==> config.mk <==
export PLATFORM = sky130hd
export DESIGN_NAME = ce_ctrl
export DESIGN_NICKNAME = d
export VERILOG_FILES = /design/src/rtl/ce_ctrl.sv
export SDC_FILE = /design/constraint.sdc
export NUM_CORES = 1
export LEC_CHECK = 0
export ABC_CLOCK_PERIOD_IN_PS = 5800
export CELL_PAD_IN_SITES_DETAIL_PLACEMENT = 1
export CELL_PAD_IN_SITES_GLOBAL_PLACEMENT = 2
export CORE_UTILIZATION = 38
export CTS_BUF_LIST = sky130_fd_sc_hd__clkbuf_4
export CTS_CLUSTER_DIAMETER = 80
export DETAILED_ROUTE_END_ITERATION = 6
export PLACE_DENSITY_LB_ADDON = 0.1
export RECOVER_POWER = 100
export SYNTH_ARGS = -nofsm -noshare
export SYNTH_HDL_FRONTEND = slang
export SYNTH_SLANG_ARGS = --single-unit
==> constraint.sdc <==
create_clock -name in_sys_clk -period 5.8 [get_ports in_sys_clk]
set_input_delay 1.16 -clock in_sys_clk [delete_from_list [all_inputs] [get_ports in_sys_clk]]
set_output_delay 1.16 -clock in_sys_clk [all_outputs]
set_load 0.005 [all_outputs]
==> src/rtl/ce_ctrl.sv <==
// Clock-enable controller: divides in_sys_clk by a runtime divisor and grants each tick to one requester, round-robin.
// Latency: out_tick/out_ce/out_miss are registered one cycle after the wrap cycle; first tick is div_q cycles after the first RUN cycle.
// Backpressure: out_cfg_ready drops while a shadow divisor is pending and returns on the wrap that applies it (or on stop).
// Optional feature: define CE_CTRL_MISS_CNT_EN to build the saturating missed-tick counter; otherwise out_miss_cnt is tied to 0.
module ce_ctrl #(
    parameter int DIV_W = 8,
    parameter int N_CH  = 4
) (
    input  logic             in_sys_clk,
    input  logic             in_rst_n,
    input  logic             in_run,
    input  logic             in_cfg_valid,
    input  logic [DIV_W-1:0] in_cfg_div,
    output logic             out_cfg_ready,
    input  logic [N_CH-1:0]  in_req,
    output logic [N_CH-1:0]  out_ce,
    output logic             out_tick,
    output logic             out_miss,
    output logic [15:0]      out_miss_cnt
);

    localparam int PTR_W = (N_CH > 1) ? $clog2(N_CH) : 1;

    typedef enum logic [1:0] {
        S_IDLE = 2'd0,
        S_RUN  = 2'd1,
        S_PEND = 2'd2
    } state_t;

    state_t             r_state;
    logic [DIV_W-1:0]   r_cnt;
    logic [DIV_W-1:0]   r_div;
    logic [DIV_W-1:0]   r_shadow;
    logic [PTR_W-1:0]   r_ptr;
    logic               r_cfg_rdy;
    logic               r_tick;
    logic [N_CH-1:0]    r_ce;
    logic               r_miss;

    logic               w_counting;
    logic               w_wrap;
    logic               w_tick_en;
    logic               w_cfg_xfer;
    logic [DIV_W-1:0]   w_cfg_d;
    logic               w_gnt_vld;
    logic [PTR_W-1:0]   w_gnt_idx;
    logic [N_CH-1:0]    w_gnt_oh;
    logic [PTR_W-1:0]   w_cand;

    assign w_counting = (r_state != S_IDLE);
    assign w_wrap     = w_counting && (r_cnt == (r_div - DIV_W'(1)));
    // A wrap while in_run is already low must not produce a tick: stopping means no further ticks.
    assign w_tick_en  = w_wrap && in_run;
    assign w_cfg_xfer = in_cfg_valid && r_cfg_rdy;
    // A divisor of 0 has no meaning; treat it as the fastest rate.
    assign w_cfg_d    = (in_cfg_div == '0) ? DIV_W'(1) : in_cfg_div;

    // Round-robin search starting one past the last granted channel.
    always_comb begin
        w_gnt_vld = 1'b0;
        w_gnt_idx = r_ptr;
        w_gnt_oh  = '0;
        w_cand    = '0;
        for (int i = 1; i <= N_CH; i++) begin
            w_cand = PTR_W'((int'(r_ptr) + i) % N_CH);
            if (!w_gnt_vld && in_req[w_cand]) begin
                w_gnt_vld = 1'b1;
                w_gnt_idx = w_cand;
                w_gnt_oh  = N_CH'(1) << w_cand;
            end
        end
    end

    // FSM, tick counter, divisor/shadow registers and registered tick/grant outputs.
    always_ff @(posedge in_sys_clk or negedge in_rst_n) begin
        if (!in_rst_n) begin
            r_state   <= S_IDLE;
            r_cnt     <= '0;
            r_div     <= DIV_W'(2);
            r_shadow  <= '0;
            r_ptr     <= PTR_W'(N_CH - 1);
            r_cfg_rdy <= 1'b1;
            r_tick    <= 1'b0;
            r_ce      <= '0;
            r_miss    <= 1'b0;
        end else begin
            r_tick <= w_tick_en;
            r_ce   <= '0;
            r_miss <= 1'b0;
            if (w_tick_en) begin
                if (w_gnt_vld) begin
                    r_ce  <= w_gnt_oh;
                    r_ptr <= w_gnt_idx;
                end else begin
                    r_miss <= 1'b1;
                end
            end

            case (r_state)
                S_IDLE: begin
                    r_cnt     <= '0;
                    r_cfg_rdy <= 1'b1;
                    // Nothing is counting, so a new divisor can take effect at once.
                    if (w_cfg_xfer) begin
                        r_div <= w_cfg_d;
                    end
                    if (in_run) begin
                        r_state <= S_RUN;
                    end
                end
                S_RUN: begin
                    if (!in_run) begin
                        r_state   <= S_IDLE;
                        r_cnt     <= '0;
                        r_cfg_rdy <= 1'b1;
                    end else begin
                        r_cnt <= w_wrap ? '0 : (r_cnt + DIV_W'(1));
                        // Even on a wrap cycle the new value only lands in the shadow; it applies at the next wrap.
                        if (w_cfg_xfer) begin
                            r_shadow  <= w_cfg_d;
                            r_state   <= S_PEND;
                            r_cfg_rdy <= 1'b0;
                        end
                    end
                end
                S_PEND: begin
                    if (!in_run) begin
                        r_state   <= S_IDLE;
                        r_cnt     <= '0;
                        r_div     <= r_shadow;
                        r_cfg_rdy <= 1'b1;
                    end else begin
                        r_cnt <= w_wrap ? '0 : (r_cnt + DIV_W'(1));
                        // The current period finishes on the old divisor; the next one uses the shadow.
                        if (w_wrap) begin
                            r_div     <= r_shadow;
                            r_state   <= S_RUN;
                            r_cfg_rdy <= 1'b1;
                        end
                    end
                end
                default: begin
                    r_state   <= S_IDLE;
                    r_cnt     <= '0;
                    r_cfg_rdy <= 1'b1;
                end
            endcase
        end
    end

    assign out_cfg_ready = r_cfg_rdy;
    assign out_tick      = r_tick;
    assign out_ce        = r_ce;
    assign out_miss      = r_miss;

`ifdef CE_CTRL_MISS_CNT_EN
    logic [15:0] r_miss_cnt;

    // Saturating count of ticks that found no requester; only reset clears it.
    always_ff @(posedge in_sys_clk or negedge in_rst_n) begin
        if (!in_rst_n) begin
            r_miss_cnt <= '0;
        end else if (r_miss && (r_miss_cnt != 16'hFFFF)) begin
            r_miss_cnt <= r_miss_cnt + 16'd1;
        end
    end

    assign out_miss_cnt = r_miss_cnt;
`else
    assign out_miss_cnt = 16'h0000;
`endif

endmodule

# Yosys cells after proc, flatten, opt, wreduce, memory -nomap -nowiden
# Cells that the tools add are included.
# W data, S select, Z words.
[totals] register_bits=35 in_bits=16 out_inout_bits=23 word_cells=93
[classes] addsub=6 order_cmp=4 n_eq_ne=7 n_shift=4 muxes=43 n_reduce_logical=20
[ops] cell="$mux W8" n=7
[ops] cell="$mux W4" n=6
[ops] cell="$mux W2" n=9
[ops] cell="$pmux W8 S2" n=1
[ops] cell="$shl A1 B2 Y4 const A" n=4
[ops] cell="$mux W1" n=14
[ops] cell="$lt A2 B3 Y1 const B" n=4
[ops] cell="$reduce_and A3 Y1" n=4
[ops] cell="$add A8 B1 Y8 const B" n=1
[ops] cell="$bmux W1 S2" n=4
[ops] cell="$eq A8 B8 Y1" n=1
[ops] cell="$logic_not A8 Y1" n=1
[ops] cell="$sub A8 B1 Y8 const B" n=1
[ops] cell="$logic_and A1 B1 Y1" n=6
[ops] cell="$ne A3 B3 Y1 const B" n=2
[ops] cell="$pmux W2 S3" n=1
[ops] cell="$add A2 B1 Y2 const B" n=2
[ops] cell="$add A2 B2 Y2 const B" n=2
[ops] cell="$ne A2 B2 Y1 const B" n=2
[ops] cell="$reduce_bool A2 Y1" n=2
[ops] cell="$reduce_bool A4 Y1" n=1
[ops] cell="$logic_not A1 Y1" n=3
[ops] cell="$eq A2 B1 Y1 const B" n=1
[ops] cell="$eq A2 B2 Y1 const B" n=1
[ops] cell="other kinds (4)" n=4

# Longest topological paths before layout
# Gate-level depths: netlist of run 1.
[depth] word_depth=15 ltp_mapped=9 mapped_depth_nobuf=8

# Least setup slack after synthesis of run 1
# No wires, ideal clock.
[synth_path] path_kind="register -> register" from="register r_ptr[0]" to="register r_ce[2] (netlist: out_ce[2])" setup_time_ns=0.129 t_arrival_ns=2.598 t_required_ns=5.671 path_slack_ns=3.073 path_stages_with_launch=10 n_path_buf=1 synth_period_minus_slack_ns=2.727 cell_sequence="dfstp_2 clkbuf_1 inv_1 ha_1 mux4_2 nor2b_1 a22oi_1 nor2_1 a221oi_1 nor3_1"
[synth_between] elab_chain_len=15 word_cells_on_any_way=32 cone_classes="add/sub: 4; shift: 4; mux: 18; reduce/logical: 6"
[synth_lines] item="from (decl)" line_no="34" rtl="logic [PTR_W-1:0] r_ptr;"
[synth_lines] item="from (signal assigned)" line_no="81" rtl="r_ptr <= PTR_W'(N_CH - 1);"
[synth_lines] item="from (signal assigned)" line_no="93" rtl="r_ptr <= w_gnt_idx;"
[synth_lines] item="$add A2 B1 Y2" line_no="65" rtl="w_cand = PTR_W'((int'(r_ptr) + i) % N_CH);"
[synth_lines] item="$bmux W1 S2" line_no="66" rtl="if (!w_gnt_vld && in_req[w_cand]) begin"
[synth_lines] item="$mux W1 (not written as such)" line_no="66"
[synth_lines] item="$mux W1" line_no="66"
[synth_lines] item="$logic_not A1 Y1" line_no="66"
[synth_lines] item="$logic_and A1 B1 Y1" line_no="66"
[synth_lines] item="$mux W1" line_no="66"
[synth_lines] item="$logic_not A1 Y1" line_no="66"
[synth_lines] item="$logic_and A1 B1 Y1" line_no="66"
[synth_lines] item="$mux W1" line_no="66"
[synth_lines] item="$logic_not A1 Y1" line_no="66"
[synth_lines] item="$logic_and A1 B1 Y1" line_no="66"
[synth_lines] item="$mux W4 or $mux W1 (tied branches)" line_no="66"
[synth_lines] item="$mux W4 *" line_no="91" rtl="if (w_gnt_vld) begin"
[synth_lines] item="$mux W4 *" line_no="90" rtl="if (w_tick_en) begin"
[synth_lines] item="to (signal assigned)" line_no="92" rtl="r_ce <= w_gnt_oh;"
[synth_lines] item="to (decl)" line_no="37" rtl="logic [N_CH-1:0] r_ce;"
# Every way passes the cells marked *; elsewhere a longest branch is shown, timed or not. The select of a mux whose other input is x is not followed.
# A chain may end at the register's enable or synchronous reset.

# Worst setup path after layout of run 1
[layout_path] from="register r_div[0]" to="register r_ce[2] (netlist: out_ce[2])"
[layout_between] elab_chain_len=5
[layout_lines] item="from (decl)" line_no="32" rtl="logic [DIV_W-1:0] r_div;"
[layout_lines] item="from (signal assigned)" line_no="105" rtl="r_div <= w_cfg_d;"
[layout_lines] item="from (signal assigned)" line_no="130" rtl="r_div <= r_shadow;"
[layout_lines] item="from (signal assigned)" line_no="136" rtl="r_div <= r_shadow;"
[layout_lines] item="$sub A8 B1 Y8" line_no="51" rtl="assign w_wrap = w_counting && (r_cnt == (r_div - DIV_W'(1)));"
[layout_lines] item="$eq A8 B8 Y1" line_no="51"
[layout_lines] item="$logic_and A1 B1 Y1" line_no="51"
[layout_lines] item="$logic_and A1 B1 Y1" line_no="53" rtl="assign w_tick_en = w_wrap && in_run;"
[layout_lines] item="$mux W4" line_no="90"
# No other way between the ends.

==> impl_metrics.env, run 1 <==
export IMPL_tightest_slew_ns=1.91
export IMPL_synth_top_family_by_area="multiplexers"
export IMPL_dpl_cell_area_sq_um=2510
export IMPL_start_util=0.403
export IMPL_p_leak_uw=0.00109
export IMPL_switching_share=0.393
export IMPL_synth_flop_cell="dfrtp_1"
export IMPL_worstPathRequired_ns=6.04
export IMPL_r2r_end="out_ce[2]$_DFF_PN0_"
export IMPL_initialDrtViolationCount=33
export IMPL_design_core_area_sq_um=5640
export IMPL_ir_drop_uv=155
export IMPL_antenna_found_initial=0
export IMPL_hold_viol_final=0
export IMPL_reg2reg_setup_slack_ns=2.38
export IMPL_hold_path_class="register to register"
export IMPL_cellPowerDensity_nw_per_um2=382
export IMPL_die_w_um=79.3
export IMPL_whs_path_depth=2
export IMPL_cts_clk_slew_worst_paths_ns=0.10
export IMPL_cts_hold_buf=0
export IMPL_final_design_area_no_fill_sq_um=2530
export IMPL_numCtsBuffers=5
export IMPL_globalRouteOverflowTotal=0
export IMPL_io_pins=39
export IMPL_r2r_start="r_div[0]$_DFFE_PN0P_"
export IMPL_num_antenna_cells=0
export IMPL_p_seq_frac=0.417
export IMPL_gp_congestion=0.911
export IMPL_num_rows=27
export IMPL_viasPerCell=5.31
export IMPL_grt_start_max_net_pins=36
export IMPL_cts_sinks=35
export IMPL_switchingPower_uw=380
export IMPL_hold_ws_ns=0.504
export IMPL_fmax_mhz=292
export IMPL_muxShareOfSynthArea=0.166
export IMPL_first_pass_iters=4
export IMPL_syn_area_per_cell_sq_um=10.6
export IMPL_synth_compound_area_frac=0.108
export IMPL_tritoncts="built"
export IMPL_synth_edf_count=0
export IMPL_rsz0062_at_grt="no"
export IMPL_syn_cell_area_sq_um=2270
export IMPL_dp_slack_ns=2.63
export IMPL_clk_latency_ns=0.33
export IMPL_synthAdderAreaFrac=0.0771
export IMPL_slew_violations=36
export IMPL_min_from="r_shadow[0]$_DFFE_PN0P_"
export IMPL_violations="max-capacitance violations, max-slew violations"
export IMPL_fp_dieH_um=79.3
export IMPL_end_kind="register"
export IMPL_die_area_sq_um=6290
export IMPL_port_buffers=22
export IMPL_fin_skew_ns=0.0100
export IMPL_cts_max_level=2
export IMPL_ys_types=40
export IMPL_hold_end="r_shadow[0]$_DFFE_PN0P_"
export IMPL_cp_arrival_ns=3.66
export IMPL_maxCapViolCount=1
export IMPL_yosysSeqAreaShare=0.388
export IMPL_yosys_warnings=0
export IMPL_slew_headroom=-0.275
export IMPL_clk_path_buf_depth=2
export IMPL_setup_viol=0
export IMPL_post_dp_hpwl_um=3740
export IMPL_vias=1658
export IMPL_clockPowerShare=0.131
export IMPL_cts_root_buffer="clkbuf_4"
export IMPL_period_minus_slack_ns=3.42
export IMPL_critPathLaunch="r_div[0]$_DFFE_PN0P_"
export IMPL_ys_ff_latch=35
export IMPL_drive_gt1_frac=0.117
export IMPL_postSynthCellCount=214
export IMPL_utilization=0.449
export IMPL_wl_um=4770
export IMPL_route_detailed_drc=0
export IMPL_synthXorXnorAreaFrac=0.0617
export IMPL_finalSetupTns_ns=0
export IMPL_post_drt_wl_per_cell_um=15.3
export IMPL_worstPathMaxFanout=6
export IMPL_fin_crit_sh=0.590
export IMPL_worstSetupStartpointType="register"
export IMPL_fin_nets=269
export IMPL_area_delta_synth_final_pct=11.5
export IMPL_internal_power_uw=586
export IMPL_reg2reg_depth=8
export IMPL_cts_resized=0
export IMPL_yosys_area_share_simple=0.122
export IMPL_grt_pass1_vias=1823
export IMPL_layout_setup_ws_ns=2.38
export IMPL_post_cts_buffers=0
export IMPL_comb_power_share=0.452
export IMPL_postRouteAntennaNets=0
export IMPL_filler_cell_count=628
export IMPL_grtUsageTotal=0.174
export IMPL_grt_pass1_wl_um=8510
export IMPL_synthArstFlopShare=1.00
export IMPL_crit_type="register to register"
export IMPL_status="finished with violations"
[through the flow]
step           instances  power [uW]
2_1_floorplan        229         749
3_3_place_gp         304         835
3_5_place_dp         304         862
4_1_cts              312         996
5_1_grt              312        1050
6_report             312         967
[per-layer routing]
layer | track usage | routed length (um) | up-vias
met5 | 0 | 0 | -
met2 | 0.317 | 2480 | 29
met4 | 0.0545 | 74 | 0
met3 | 0.0368 | 143 | 8
met1 | 0.200 | 2080 | 837
li1 | - | - | 784
[how the worst max path moves through the flow]
stage                      endpoint  slack (ns)
2_1_floorplan   out_ce[2]$_DFF_PN0_        3.07
3_3_place_gp   r_ptr[1]$_DFFE_PN1P_        2.67
3_5_place_dp    out_ce[3]$_DFF_PN0_        2.63
4_1_cts        r_div[3]$_DFFE_PN0P_        2.85
5_1_grt         out_ce[2]$_DFF_PN0_        1.88
6_report        out_ce[2]$_DFF_PN0_        2.38
[power by group through the flow]
stage               Combinational (uW)  Sequential [uW]  Clock (uW)
global placement                   431              404           0
global route                       491              419         140
floorplan                          369              380           0
finish                             437              403         127
CTS                                454              407         135
detailed placement                 451              412           0
[registers in the layout (all words and copies together) (netlist names)]
name           count
out_ce             4
out_tick           1
r_state            2
r_shadow           8
out_cfg_ready      1
r_div              8
r_cnt              8
r_ptr              2
out_miss           1
[cells in the final DEF, fill, tap and decap left out, drive strengths merged, types with 2 or more instances in the layout]
master	count
conb	16
dfrtp	31
clkdlybuf4s50	14
mux2i	4
or3	2
inv	10
nand4	2
a221oi	4
o211ai	2
nor2	21
nand3b	2
dfstp	4
xnor2	7
nand2	6
mux2	22
a22oi	4
a31oi	2
dlygate4sd3	8
clkinv	2
clkbuf	7
nor4	2
nor3	8
nand3	6
ha	14
mux4	4
xor2	9
a22o	2
o21ai	5
and3	3
a21oi	7
[area by class of cell]
type / instances / area (sq um) / share of cell area
repair buffers: 23 / 224 / 0.0884
clock buffers: 6 / 45.0 / 0.0178
flip-flops and latches: 35 / 881 / 0.348
well taps: 72 / 90.1 / 0.0356
inverters: 10 / 37.5 / 0.0148
clock inverters: 2 / 7.51 / 0.00296
multi-input cells: 164 / 1250 / 0.493
[synthesized netlist by cell type, types with 2 or more instances]
cell / count / area share
a21oi_1: 7 / 0.015
a221oi_1: 4 / 0.015
a22o_1: 2 / 0.0077
a22oi_1: 4 / 0.013
and3_1: 3 / 0.0083
buf_4: 16 / 0.053
clkbuf_1: 4 / 0.0066
dfrtp_1: 31 / 0.34
dfstp_2: 4 / 0.046
ha_1: 14 / 0.077
inv_1: 10 / 0.017
mux2_1: 7 / 0.035
mux2_2: 15 / 0.074
mux2i_1: 4 / 0.018
mux4_2: 4 / 0.040
nand2_1: 6 / 0.0099
nand3_1: 6 / 0.013
nand3b_1: 2 / 0.0066
nand4_1: 2 / 0.0055
nor2_1: 21 / 0.035
nor3_1: 8 / 0.018
nor4_1: 2 / 0.0055
o211ai_1: 2 / 0.0066
o21ai_0: 5 / 0.011
or3_1: 2 / 0.0055
xnor2_1: 7 / 0.027
xor2_1: 9 / 0.035
[logic make-up (layout without fill, tap and decap cells)]
family / after synthesis / count (layout)
buf+inv: 30 / 41
fa+ha+maj: 14 / 14
other cells: 1 / 16
mux: 30 / 30
compound gates: 32 / 32
flops: 35 / 35
simple gates: 56 / 56
xor+xnor: 16 / 16
[worst max-delay path, stage by stage, from the launching register on]
cell and delay, ns:
dfrtp_1 0.41, inv_1 0.09, ha_1 0.19, nor3b_1 0.50, nand4b_1 0.16, a41o_1 0.28
a2111oi_0 1.11, nand2_1 0.34, nor3_1 0.26
(Power assumes the default switching activity.)
==> run 2, diff against run 1 <==
--- a/config.mk
+++ b/config.mk
@@ -5,10 +5,10 @@
 export SDC_FILE = /design/constraint.sdc
 export NUM_CORES = 1
 export LEC_CHECK = 0
-export ABC_CLOCK_PERIOD_IN_PS = 5800
+export ABC_CLOCK_PERIOD_IN_PS = 3020
 export CELL_PAD_IN_SITES_DETAIL_PLACEMENT = 1
 export CELL_PAD_IN_SITES_GLOBAL_PLACEMENT = 2
-export CORE_UTILIZATION = 38
+export CORE_UTILIZATION = 32
 export CTS_BUF_LIST = sky130_fd_sc_hd__clkbuf_4
 export CTS_CLUSTER_DIAMETER = 80
 export DETAILED_ROUTE_END_ITERATION = 6
==> constraint.sdc (replaced) <==
create_clock -name in_sys_clk -period 3.02 [get_ports in_sys_clk]
set_input_delay 0.604 -clock in_sys_clk [delete_from_list [all_inputs] [get_ports in_sys_clk]]
set_output_delay 0.604 -clock in_sys_clk [all_outputs]
set_load 0.005 [all_outputs]
==> run 2 against run 1 <==
The flow still finishes with violations (max-capacitance violations, max-slew violations). Sequential share of layout area is 1.3 points lower. Total power increased by 99%. Clock power rose by 110%. Non-clock buffer count grew 5. Register-to-register slack got worse by 2.2 ns. Hold slack improved by 0.0041 ns. Die area increased by 18%. Final area increased by 3.8%. Largest power group unchanged.
==> impl_metrics.env, run 2 (synthesis results as in run 1) <==
export IMPL_status="finished with violations"
export IMPL_violations="max-capacitance violations, max-slew violations"
export IMPL_filler_cell_count=790
export IMPL_viasPerCell=4.78
export IMPL_setup_viol=0
export IMPL_cts_hold_buf=0
export IMPL_cts_sinks=35
export IMPL_hold_path_class="register to register"
export IMPL_p_leak_uw=0.00111
export IMPL_hold_end="r_shadow[0]$_DFFE_PN0P_"
export IMPL_comb_power_share=0.475
export IMPL_reg2reg_depth=8
export IMPL_start_util=0.333
export IMPL_post_drt_wl_per_cell_um=14.5
export IMPL_num_rows=30
export IMPL_hold_viol_final=0
export IMPL_maxCapViolCount=1
export IMPL_drive_gt1_frac=0.151
export IMPL_cts_max_level=2
export IMPL_worstPathMaxFanout=8
export IMPL_area_delta_synth_final_pct=15.7
export IMPL_switching_share=0.400
export IMPL_cellPowerDensity_nw_per_um2=734
export IMPL_slew_headroom=-0.292
export IMPL_cts_clk_slew_worst_paths_ns=0.12
export IMPL_antenna_found_initial=0
export IMPL_numCtsBuffers=5
export IMPL_grtUsageTotal=0.144
export IMPL_globalRouteOverflowTotal=0
export IMPL_gp_congestion=0.777
export IMPL_io_pins=39
export IMPL_fin_crit_sh=0.944
export IMPL_end_kind="register"
export IMPL_port_buffers=22
export IMPL_die_area_sq_um=7440
export IMPL_clk_path_buf_depth=2
export IMPL_crit_type="register to register"
export IMPL_post_cts_buffers=0
export IMPL_post_dp_hpwl_um=3750
export IMPL_vias=1629
export IMPL_finalSetupTns_ns=0
export IMPL_fmax_mhz=351
export IMPL_route_detailed_drc=0
export IMPL_fp_dieH_um=86.3
export IMPL_whs_path_depth=2
export IMPL_rsz0062_at_grt="no"
export IMPL_r2r_start="r_div[1]$_DFFE_PN1P_"
export IMPL_reg2reg_setup_slack_ns=0.17
export IMPL_finalPower_uw=1930
export IMPL_fin_nets=274
export IMPL_worstSetupStartpointType="register"
export IMPL_min_from="r_shadow[0]$_DFFE_PN0P_"
export IMPL_top_regs="r_cnt x8, r_div x8, r_shadow x8"
export IMPL_tritoncts="built"
export IMPL_grt_start_max_net_pins=36
export IMPL_internal_power_uw=1160
export IMPL_initialDrtViolationCount=36
export IMPL_tightest_slew_ns=1.94
export IMPL_postRouteAntennaNets=0
export IMPL_final_cell_mix="31 x dfrtp_1, 21 x nor2_1, 16 x conb_1, 15 x mux2_2"
export IMPL_cts_root_buffer="clkbuf_4"
export IMPL_grt_pass1_vias=1691
export IMPL_cp_arrival_ns=3.08
export IMPL_layout_commonest_cell="dfrtp_1"
export IMPL_r2r_end="r_div[7]$_DFFE_PN0P_"
export IMPL_slew_violations=36
export IMPL_ir_drop_uv=210
export IMPL_die_w_um=86.3
export IMPL_num_antenna_cells=0
export IMPL_clk_latency_ns=0.33
export IMPL_switchingPower_uw=772
export IMPL_period_minus_slack_ns=2.85
export IMPL_grt_pass1_wl_um=8340
export IMPL_design_core_area_sq_um=6830
export IMPL_wl_um=4930
export IMPL_first_pass_iters=4
export IMPL_p_seq_frac=0.390
export IMPL_fin_skew_ns=0.0107
export IMPL_clockPowerShare=0.135
export IMPL_worstPathRequired_ns=3.25
export IMPL_utilization=0.385
## run 2: repair_timing
item / 4_1_cts / 5_1_grt
hold endpoints to repair: 0 / 0
gates resized for setup: 0 / 0
setup endpoints to repair: 0 / 2
## run 2: worst max-delay path by stage
stage / start / to / slack, ns / depth (start not counted)
2_1_floorplan: r_ptr[0]$_DFFE_PN1P_ / out_ce[2]$_DFF_PN0_ / 0.29 / 9
3_3_place_gp: r_div[1]$_DFFE_PN1P_ / r_div[7]$_DFFE_PN0P_ / 0.22 / 8
3_5_place_dp: r_div[1]$_DFFE_PN1P_ / r_div[6]$_DFFE_PN0P_ / 0.16 / 8
4_1_cts: r_div[1]$_DFFE_PN1P_ / r_div[6]$_DFFE_PN0P_ / 0.13 / 8
5_1_grt: r_div[1]$_DFFE_PN1P_ / r_div[5]$_DFFE_PN0P_ / 0.009 / 8
6_report: r_div[1]$_DFFE_PN1P_ / r_div[7]$_DFFE_PN0P_ / 0.17 / 8
## run 2: area by class of cell
| cell class | count | area [sq um] | share of cell area |
|---|---|---|---|
| clock buffer | 6 | 45.0 | 0.0171 |
| clock inverter | 2 | 12.5 | 0.00476 |
| inverter | 10 | 37.5 | 0.0143 |
| multi-input combinational | 164 | 1270 | 0.485 |
| sequential | 35 | 881 | 0.335 |
| tap | 96 | 120 | 0.0457 |
| timing repair buffer | 28 | 258 | 0.0980 |
## run 2: metrics by stage
stage | setup slack (ns) | area [sq um] | hold slack [ns] | cells
CTS | 0.126 | 2640 | 0.507 | 341
detailed placement | 0.158 | 2580 | 0.482 | 333
global route | 0.00898 | 2630 | 0.535 | 341
finish | 0.169 | 2630 | 0.508 | 341
global placement | 0.217 | 2580 | 0.482 | 333
floorplan | 0.293 | 2330 | 0.308 | 229
## run 2: worst max-delay path, stage by stage, from the launching register on
cell	delay, ns
dfstp_2	0.55
inv_1	0.05
ha_1	0.20
nor3b_2	0.19
or3_1	0.31
a41o_1	0.21
a2111o_1	0.51
a31oi_4	0.36
mux2_1	0.36
## run 2: metal layers
metal	part of all wire	track usage	wire length, um	vias up
li1	-	-	-	793
met1	0.48	0.191	2350	799
met2	0.48	0.240	2380	32
met3	0.029	0.0305	145	5
met4	0.0097	0.0364	48	0
met5	0	0	0	-
## run 2: power groups by stage
stage               Sequential [uW]  Combinational [uW]  Clock, uW
floorplan                       730                 709          0
global route                    774                1030        300
CTS                             754                 939        277
detailed placement              763                 932          0
global placement                761                 926          0
finish                          752                 916        261
